$ cat config.mk
export PLATFORM = sky130hd
export DESIGN_NAME = output_event_capture_flat
export DESIGN_NICKNAME = d
export VERILOG_FILES = /design/src/rtl/output_event_capture_if.sv /design/src/rtl/output_event_capture.sv /design/src/flat_wrapper.sv
export SDC_FILE = /design/constraint.sdc
export NUM_CORES = 1
export LEC_CHECK = 0
export CAP_MARGIN = 5
export CORE_AREA = 2 2 115 117
export CTS_CLUSTER_DIAMETER = 100
export DETAILED_ROUTE_END_ITERATION = 10
export DIE_AREA = 0 0 117 119
export REMOVE_ABC_BUFFERS = 1
export SLEW_MARGIN = 20
export SYNTH_ARGS = -nofsm -noshare
export SYNTH_HDL_FRONTEND = slang
export SYNTH_SLANG_ARGS = --single-unit
$ cat constraint.sdc
create_clock -name clk -period 2.9 [get_ports clk]
set_input_delay 0.58 -clock clk [delete_from_list [all_inputs] [get_ports clk]]
set_output_delay 0.58 -clock clk [all_outputs]
set_load 0.03 [all_outputs]
$ cat src/rtl/output_event_capture_if.sv
// Event stream interface for output_event_capture.
// Carries the FIFO head event to a consumer with a valid/ready handshake.
//   evt_valid : producer -> consumer, the head entry holds an event
//   evt_ready : consumer -> producer, the head event is taken on this edge
//   evt_data  : producer -> consumer, {prev_code[2:0], new_code[2:0], timestamp}
interface output_event_capture_if #(
  parameter int TS_WIDTH = 8
);
  logic                  evt_valid;
  logic                  evt_ready;
  logic [TS_WIDTH+5:0]   evt_data;

  modport master (output evt_valid, output evt_data, input evt_ready);
  modport slave  (input evt_valid, input evt_data, output evt_ready);
endinterface

$ cat src/rtl/output_event_capture.sv
// Output event capture.
// Synchronizes a 3-bit output code from an asynchronous logic stage, accepts a
// new code only after it has been held for STABLE_CYCLES consecutive samples,
// and logs each accepted change as {old code, new code, timestamp} in a small
// FIFO drained through a valid/ready interface.
// Ports:
//   clk, rst_n    : clock, asynchronous active-low reset
//   in_vec        : raw 3-bit code, asynchronous to clk
//   en            : capture enable
//   evt           : event stream (master side)
//   stable_code   : currently accepted code
//   overflow      : sticky flag, an event was dropped on a full FIFO
//   clr_overflow  : synchronous clear of overflow and drop_count
//   drop_count    : saturating count of dropped events
module output_event_capture #(
  parameter int STABLE_CYCLES = 4,
  parameter int FIFO_DEPTH    = 4,
  parameter int TS_WIDTH      = 8
) (
  input  logic                          clk,
  input  logic                          rst_n,
  input  logic [2:0]                    in_vec,
  input  logic                          en,
  output_event_capture_if.master        evt,
  output logic [2:0]                    stable_code,
  output logic                          overflow,
  input  logic                          clr_overflow,
  output logic [7:0]                    drop_count
);

  localparam int DW = 6 + TS_WIDTH;
  localparam int AW = $clog2(FIFO_DEPTH);
  // Count value that, when incremented on a matching sample, completes qualification.
  localparam logic [7:0] QLAST = 8'(STABLE_CYCLES - 1);

  typedef enum logic {IDLE, QUALIFY} state_t;

  logic [2:0]          sync1_q, sync1_d;
  logic [2:0]          sync_code_q, sync_code_d;
  state_t              state_q, state_d;
  logic [2:0]          candidate_q, candidate_d;
  logic [7:0]          qcnt_q, qcnt_d;
  logic [2:0]          stable_q, stable_d;
  logic [TS_WIDTH-1:0] ts_q, ts_d;
  logic [DW-1:0]       mem_q [FIFO_DEPTH];
  logic [DW-1:0]       mem_d [FIFO_DEPTH];
  logic [AW:0]         wr_ptr_q, wr_ptr_d;
  logic [AW:0]         rd_ptr_q, rd_ptr_d;
  logic                overflow_q, overflow_d;
  logic [7:0]          drop_q, drop_d;

  logic commit, pop, push, drop, empty, full;

  // Extra pointer bit separates full (MSBs differ) from empty (pointers equal).
  assign empty = (wr_ptr_q == rd_ptr_q);
  assign full  = (wr_ptr_q[AW] != rd_ptr_q[AW]) &&
                 (wr_ptr_q[AW-1:0] == rd_ptr_q[AW-1:0]);

  always_comb begin
    sync1_d     = in_vec;
    sync_code_d = sync1_q;
    state_d     = state_q;
    candidate_d = candidate_q;
    qcnt_d      = qcnt_q;
    stable_d    = stable_q;
    ts_d        = ts_q + 1'b1;
    mem_d       = mem_q;
    wr_ptr_d    = wr_ptr_q;
    rd_ptr_d    = rd_ptr_q;
    overflow_d  = overflow_q;
    drop_d      = drop_q;
    commit      = 1'b0;

    // Qualification: a differing code must repeat on consecutive samples; a
    // return to the accepted code cancels it, a third code restarts it.
    if (!en) begin
      state_d = IDLE;
      qcnt_d  = 8'd0;
    end else begin
      case (state_q)
        IDLE: begin
          if (sync_code_q != stable_q) begin
            state_d     = QUALIFY;
            candidate_d = sync_code_q;
            qcnt_d      = 8'd1;
          end
        end
        QUALIFY: begin
          if (sync_code_q == candidate_q) begin
            if (qcnt_q == QLAST) begin
              commit   = 1'b1;
              state_d  = IDLE;
              qcnt_d   = 8'd0;
              stable_d = candidate_q;
            end else begin
              qcnt_d = qcnt_q + 8'd1;
            end
          end else if (sync_code_q == stable_q) begin
            state_d = IDLE;
            qcnt_d  = 8'd0;
          end else begin
            candidate_d = sync_code_q;
            qcnt_d      = 8'd1;
          end
        end
        default: state_d = IDLE;
      endcase
    end

    // A pop frees a slot on the same edge, so a full FIFO still accepts a push.
    pop  = !empty && evt.evt_ready;
    push = commit && (!full || pop);
    drop = commit && full && !pop;

    if (pop) begin
      rd_ptr_d = rd_ptr_q + 1'b1;
    end
    if (push) begin
      mem_d[wr_ptr_q[AW-1:0]] = {stable_q, candidate_q, ts_q};
      wr_ptr_d                = wr_ptr_q + 1'b1;
    end

    // A drop on the clearing edge takes priority and restarts the count at 1.
    if (drop) begin
      overflow_d = 1'b1;
      if (clr_overflow) begin
        drop_d = 8'd1;
      end else if (drop_q != 8'hFF) begin
        drop_d = drop_q + 8'd1;
      end
    end else if (clr_overflow) begin
      overflow_d = 1'b0;
      drop_d     = 8'd0;
    end
  end

  always_ff @(posedge clk or negedge rst_n) begin
    if (!rst_n) begin
      sync1_q     <= '0;
      sync_code_q <= '0;
      state_q     <= IDLE;
      candidate_q <= '0;
      qcnt_q      <= '0;
      stable_q    <= '0;
      ts_q        <= '0;
      for (int i = 0; i < FIFO_DEPTH; i++) begin
        mem_q[i] <= '0;
      end
      wr_ptr_q    <= '0;
      rd_ptr_q    <= '0;
      overflow_q  <= 1'b0;
      drop_q      <= '0;
    end else begin
      sync1_q     <= sync1_d;
      sync_code_q <= sync_code_d;
      state_q     <= state_d;
      candidate_q <= candidate_d;
      qcnt_q      <= qcnt_d;
      stable_q    <= stable_d;
      ts_q        <= ts_d;
      mem_q       <= mem_d;
      wr_ptr_q    <= wr_ptr_d;
      rd_ptr_q    <= rd_ptr_d;
      overflow_q  <= overflow_d;
      drop_q      <= drop_d;
    end
  end

  // Data is forced to zero when nothing is buffered.
  assign evt.evt_valid = !empty;
  assign evt.evt_data  = empty ? '0 : mem_q[rd_ptr_q[AW-1:0]];
  assign stable_code   = stable_q;
  assign overflow      = overflow_q;
  assign drop_count    = drop_q;

endmodule
$ cat src/flat_wrapper.sv
// flat-port wrapper written by rule: the top's interface ports become plain ports
module output_event_capture_flat 
#(
  parameter int STABLE_CYCLES = 4,
  parameter int FIFO_DEPTH    = 4,
  parameter int TS_WIDTH      = 8
)
  (clk, rst_n, in_vec, en, stable_code, overflow, clr_overflow, drop_count, evt_evt_valid, evt_evt_data, evt_evt_ready);
  output_event_capture_if #(.TS_WIDTH(TS_WIDTH)) evt_i ();
  input  logic clk;
  input  logic rst_n;
  input  logic [2:0] in_vec;
  input  logic en;
  output logic [2:0] stable_code;
  output logic overflow;
  input  logic clr_overflow;
  output logic [7:0] drop_count;
  output wire logic [$bits(evt_i.evt_valid)-1:0] evt_evt_valid;
  output wire logic [$bits(evt_i.evt_data)-1:0] evt_evt_data;
  input wire logic [$bits(evt_i.evt_ready)-1:0] evt_evt_ready;
  assign evt_evt_valid = evt_i.evt_valid;
  assign evt_evt_data = evt_i.evt_data;
  assign evt_i.evt_ready = evt_evt_ready;
  output_event_capture #(.STABLE_CYCLES(STABLE_CYCLES), .FIFO_DEPTH(FIFO_DEPTH), .TS_WIDTH(TS_WIDTH)) u_core (.clk(clk), .rst_n(rst_n), .in_vec(in_vec), .en(en), .evt(evt_i), .stable_code(stable_code), .overflow(overflow), .clr_overflow(clr_overflow), .drop_count(drop_count));
endmodule
* Word-level counts from Yosys, hierarchy flattened *
Cells that the tools add are included.

storage, ports and cells
  register bits after elaboration = 100

cells by class
  add/sub/neg operators = 5
  bitwise operators = 3
  magnitude comparators = 3
  multiplexer cells = 33
  reductions and logical operators = 15
  eq/ne operators = 12

operators by type and width
  operator                                             number
  two-way mux 8 bit                                    8
  bitwise mux 56 bit                                   1
  two-way mux 14 bit                                   4
  binary-select mux 14 bit (select 2 bit)              1
  demux 14 bit (select 2 bit)                          1
  adder 8 x 1 -> 8 bit, second input constant          3
  one-hot mux 8 bit (2 select lines)                   1
  two-way mux 1 bit                                    12
  equality test 3 bit                                  3
  two-way mux 3 bit                                    3
  equality test 8 x 2 -> 1 bit, second input constant  1
  != test 8 bit, second input constant                 1
  AND reduction 4 bit                                  2
  adder 3 x 1 -> 3 bit, second input constant          2
  >= comparator 3 bit, second input constant           2
  logical AND 1 bit                                    6
  inverter 2 -> 3 bit                                  2
  one-hot mux 3 bit (2 select lines)                   1
  != test 2 bit, second input constant                 2
  nonzero test 2 bit                                   2
  logical NOT 1 bit                                    3
  < comparator 3 x 1 -> 1 bit, second input constant   1
  != test 3 x 2 -> 1 bit, second input constant        1
  != test 3 bit                                        1
  other kinds (7)                                      7

* Depth between registers and ports, before layout *
  word-level depth = 9
  mapped depth = 8
  gate-level depth less buffers = 6

* Least setup slack after synthesis *
Ideal clock, no wire load.

  kind = register to register
  from = register u_core.qcnt_q[0]
  to = register u_core.mem_q[10] (netlist name)
  data arrival time = 2.359 ns
  setup slack = 0.416 ns
  stages on the path, launching flop included = 9
  buffers on the path = 2
  required time = 2.775 ns
  cells stage by stage = dfrtp_1 ha_1 nor4b_1 nand3_1 nor2_1 and3_1 clkbuf_1 buf_2 mux2_2

between the ends
  cells in the longest elaborated chain, start to end = 6

ends and longest elaborated chain
  element                       RTL line                     RTL
  start, declared               output_event_capture.sv:42   logic [7:0] qcnt_q, qcnt_d;
  start signal, assigned        output_event_capture.sv:158  qcnt_q <= qcnt_d;
  equality test 8 x 2 -> 1 bit  output_event_capture.sv:90   if (qcnt_q == QLAST) begin
  two-way mux 1 bit             output_event_capture.sv:90
  two-way mux 1 bit             output_event_capture.sv:89   if (sync_code_q == candidate_q) begin
  two-way mux 1 bit             output_event_capture.sv:80   case (state_q)
  two-way mux 1 bit             output_event_capture.sv:76   if (!en) begin
  logical AND 1 bit             output_event_capture.sv:112  push = commit && (!full || pop);
  end signal, assigned          output_event_capture.sv:161  mem_q <= mem_d;
  end, declared                 output_event_capture.sv:45   logic [DW-1:0] mem_q [FIFO_DEPTH];

Every way passes these cells.
A chain may end at the register's enable or synchronous reset.

* Worst setup path after layout *
  from = register u_core.rd_ptr_q[1]
  to = output evt_evt_valid

between the ends
  cells in the longest elaborated chain, start to end = 2

ends and longest elaborated chain
  element                 RTL line                     RTL
  start, declared         output_event_capture.sv:48   logic [AW:0] rd_ptr_q, rd_ptr_d;
  start signal, assigned  output_event_capture.sv:163  rd_ptr_q <= rd_ptr_d;
  equality test 3 bit     output_event_capture.sv:55   assign empty = (wr_ptr_q == rd_ptr_q);
  logical NOT 1 bit       output_event_capture.sv:170  assign evt.evt_valid = !empty;
  end, declared           flat_wrapper.sv:18           output wire logic [$bits(evt_i.evt_valid)-1:0] evt_evt_valid;

Every way passes these cells.

==> impl_metrics.json <==
{
  "power_density_nw_per_um2": 564,
  "synth_top_family_by_area": "multiplexers",
  "synth-simple-area-share_pct": 9.74,
  "finalSetupViolCount": 0,
  "yosys.area.top_type": "dfrtp_1",
  "final_cells": 567,
  "worstSetupStartpointType": "register",
  "place.gp.congestion": 0.803,
  "status": "completed",
  "numClockSinks": 100,
  "cts_resized": 13,
  "post-route-period-util_pct": 94.6,
  "grt_max_degree": 101,
  "cts_max_level": 3,
  "netlist_top_cells_area": "dfrtp_1 (54%), mux2_2 (16%), mux4_2 (5.9%), xnor2_1 (3.0%), ha_1 (2.2%)",
  "fin_nets": 402,
  "crit_type": "reg -> out",
  "syn_area_per_cell_um2": 13.4,
  "path_cells": "xor2_1, nor3b_2, buf_4, inv_1, clkdlybuf4s50_1",
  "yosysMostFrequentCell": "dfrtp_1",
  "path_delay_family": "buffers and inverters",
  "hp-class": "in -> async",
  "synthAdderAreaFrac_pct": 2.17,
  "port_buffers": 34,
  "post-route-min-period_ps": 2740,
  "tightestPinTransition_ps": 561,
  "timing.slew.headroom_pct": 62.6,
  "cts_tree": "done",
  "synthMuxAreaShare_pct": 22.8,
  "critPathBufInv": 3,
  "fmax_mhz": 364,
  "async_reset_ff_share_pct": 100,
  "fp.dieH_um": 119,
  "wl_mm": 8.72,
  "ys.flop_type": "dfrtp_1",
  "num_rows": 42,
  "cts_max_path_buffers": 2,
  "crit_fanout": 15,
  "synth_top_area_share_pct": 54.3,
  "vias_per_cell": 4.96,
  "ys_warn_count": 0,
  "cap_viol_max_count": 0,
  "worstSetupEndpointType": "output pin",
  "fin_util_pct": 42.5,
  "wl_per_cell_um": 15.4,
  "cpPeakStageDelay_ps": 600,
  "slew_violations": 0,
  "rsz0062_at_grt": "false",
  "hold_viol_final": 0,
  "worst_path_max_delay_cell": "clkdlybuf4s50_1",
  "drt_iter0_markers": 111,
  "drive_above_1_share_pct": 27.9,
  "dp_hpwl_mm": 5.77,
  "postRouteAntennaNets": 0,
  "ys_top_cells_by_count": "dfrtp_1 (100), mux2_2 (64), xnor2_1 (16), nor2b_1 (15), nand3_1 (13)",
  "grt_pass1_vias": 2835,
  "die_w_um": 117,
  "netlist_instances": 345,
  "fin_setup_tns_ps": 0,
  "vias": 2810,
  "die_area_um2": 13900,
  "initial_core_util_pct": 35.8,
  "pin_count": 35,
  "cts_buffers": 9,
  "arrival_ps": 2160,
  "grt_pass1_wl_mm": 14.6,
  "critPathRequiredTime_ps": 2320,
  "synth_seq_area_share_pct": 54.3,
  "overflow": 0,
  "clock_latency_ps": 340,
  "ctsRootBufferMaster": "clkbuf_16",
  "path_clk_slew_ps": 70,
  "core_area_um2": 12900,
  "route.detailed.drc": 0,
  "synth_compound_area_share_pct": 3.83,
  "finalClockSkew_ps": 11.1,
  "ctsHoldBuffers": 0,
  "diodes": 0,
  "post-cts-setup-buffers": 0,
  "ys_types": 44,
  "synth_edf_count": 0,
  "yosys.area_share.xor_xnor_pct": 4.37,
  "synthToLayoutAreaGrowth_pct": 18.7,
  "fillCellCount": 1189,
  "place_area_um2": 5210,
  "antenna_found_initial": 0,
  "first_pass_iters": 4,
  "ys_ff_latch": 100,
  "grt_use_total_pct": 13.6,
  "dp_cells": 551,
  "leakagePower_nw": 2.54,
  "syn_area_um2": 4610,
  "ir_worst_vdd_v": 0.000232,
  "post-route-cell-area_um2": 5480
}
path summary, 6_finish.rpt:
path / from / to / slack, ps / cells past startpoint
worst min-delay path: rst_n / u_core.drop_count[6] / 280 / 2
worst min register to register: u_core.sync1_q[2] / u_core.sync_code_q[2] / 350 / 0
max in group asynchronous: rst_n / u_core.mem_q[31] / 2200 / 2
worst max-delay path: u_core.rd_ptr_q[1] / evt_evt_valid / 160 / 5
min in group clk: u_core.sync1_q[2] / u_core.sync_code_q[2] / 350 / 0
worst max register to register: u_core.qcnt_q[0] / u_core.mem_q[3] / 360 / 7
stage by stage:
stage | hold slack (ps) | worst slack [ps] | power, mW
final | 282 | 156 | 3.09
after floorplan | 284 | -89.4 | 1.78
after detailed placement | 335 | 196 | 1.99
after global placement | 332 | 152 | 1.98
after CTS | 320 | 125 | 3.13
after global routing | 331 | 56.2 | 3.23
final cells by class:
cell class                 count  area (um2)  area share (%)
multi-input combinational    216        1990            36.3
clock inverter                 5        42.5           0.777
clock buffer                  11         243            4.43
tap                          176         220            4.02
timing repair buffer          49         444            8.11
inverter                      10        37.5           0.686
sequential                   100        2500            45.7
registers in the layout (all words and copies together), names as in the netlist:
name                count
u_core.stable_code      3
u_core.sync_code_q      3
u_core.mem_q           56
u_core.state_q          1
u_core.candidate_q      3
u_core.rd_ptr_q         3
u_core.sync1_q          3
u_core.qcnt_q           8
u_core.overflow         1
u_core.drop_count       8
u_core.ts_q             8
u_core.wr_ptr_q         3
metal layers:
metal  GRT usage, %  part of all wire (%)  vias up
met2           20.6                    47       34
met3           2.44                   2.2       13
met5              0                     0        -
met4           5.29                   1.9        0
li1               -                     -     1327
met1           19.6                    49     1436
kinds of logic (layout without fill, tap and decap cells):
group           Yosys count  count (layout)
compound gates           27              27
xor+xnor                 23              23
fa+ha+maj                 8               8
buf+inv                  29              75
flops                   100             100
mux                      79              79
simple gates             79              79
layout by cell type (no fill, tap or decap), types with 2 or more instances in the layout:
cell type	n
nor2b_1	15
nor4_1	3
clkinv_4	2
xnor2_1	16
dlygate4sd2_1	13
or4_1	2
mux4_1	2
nor2_1	12
and4b_1	2
nor3_1	5
mux2_2	64
a211oi_1	4
nand2b_1	2
o21ai_0	5
xor2_1	7
ha_1	8
nand4_1	5
dfrtp_1	100
inv_6	2
inv_1	10
clkbuf_16	9
and3_1	7
clkdlybuf4s50_1	19
a21boi_0	2
buf_4	16
nand2_1	6
mux4_2	12
nand3_1	13
a22oi_1	2
a21o_1	2
o21bai_1	2
a21oi_1	6
report_power, final:
group / leakage, nW / switching, mW / internal, mW
clock network: 0.137 / 0.520 / 0.615
registers: 1.35 / 0.0560 / 1.43
logic: 1.06 / 0.260 / 0.204
Power figures use the tool's default switching activity.
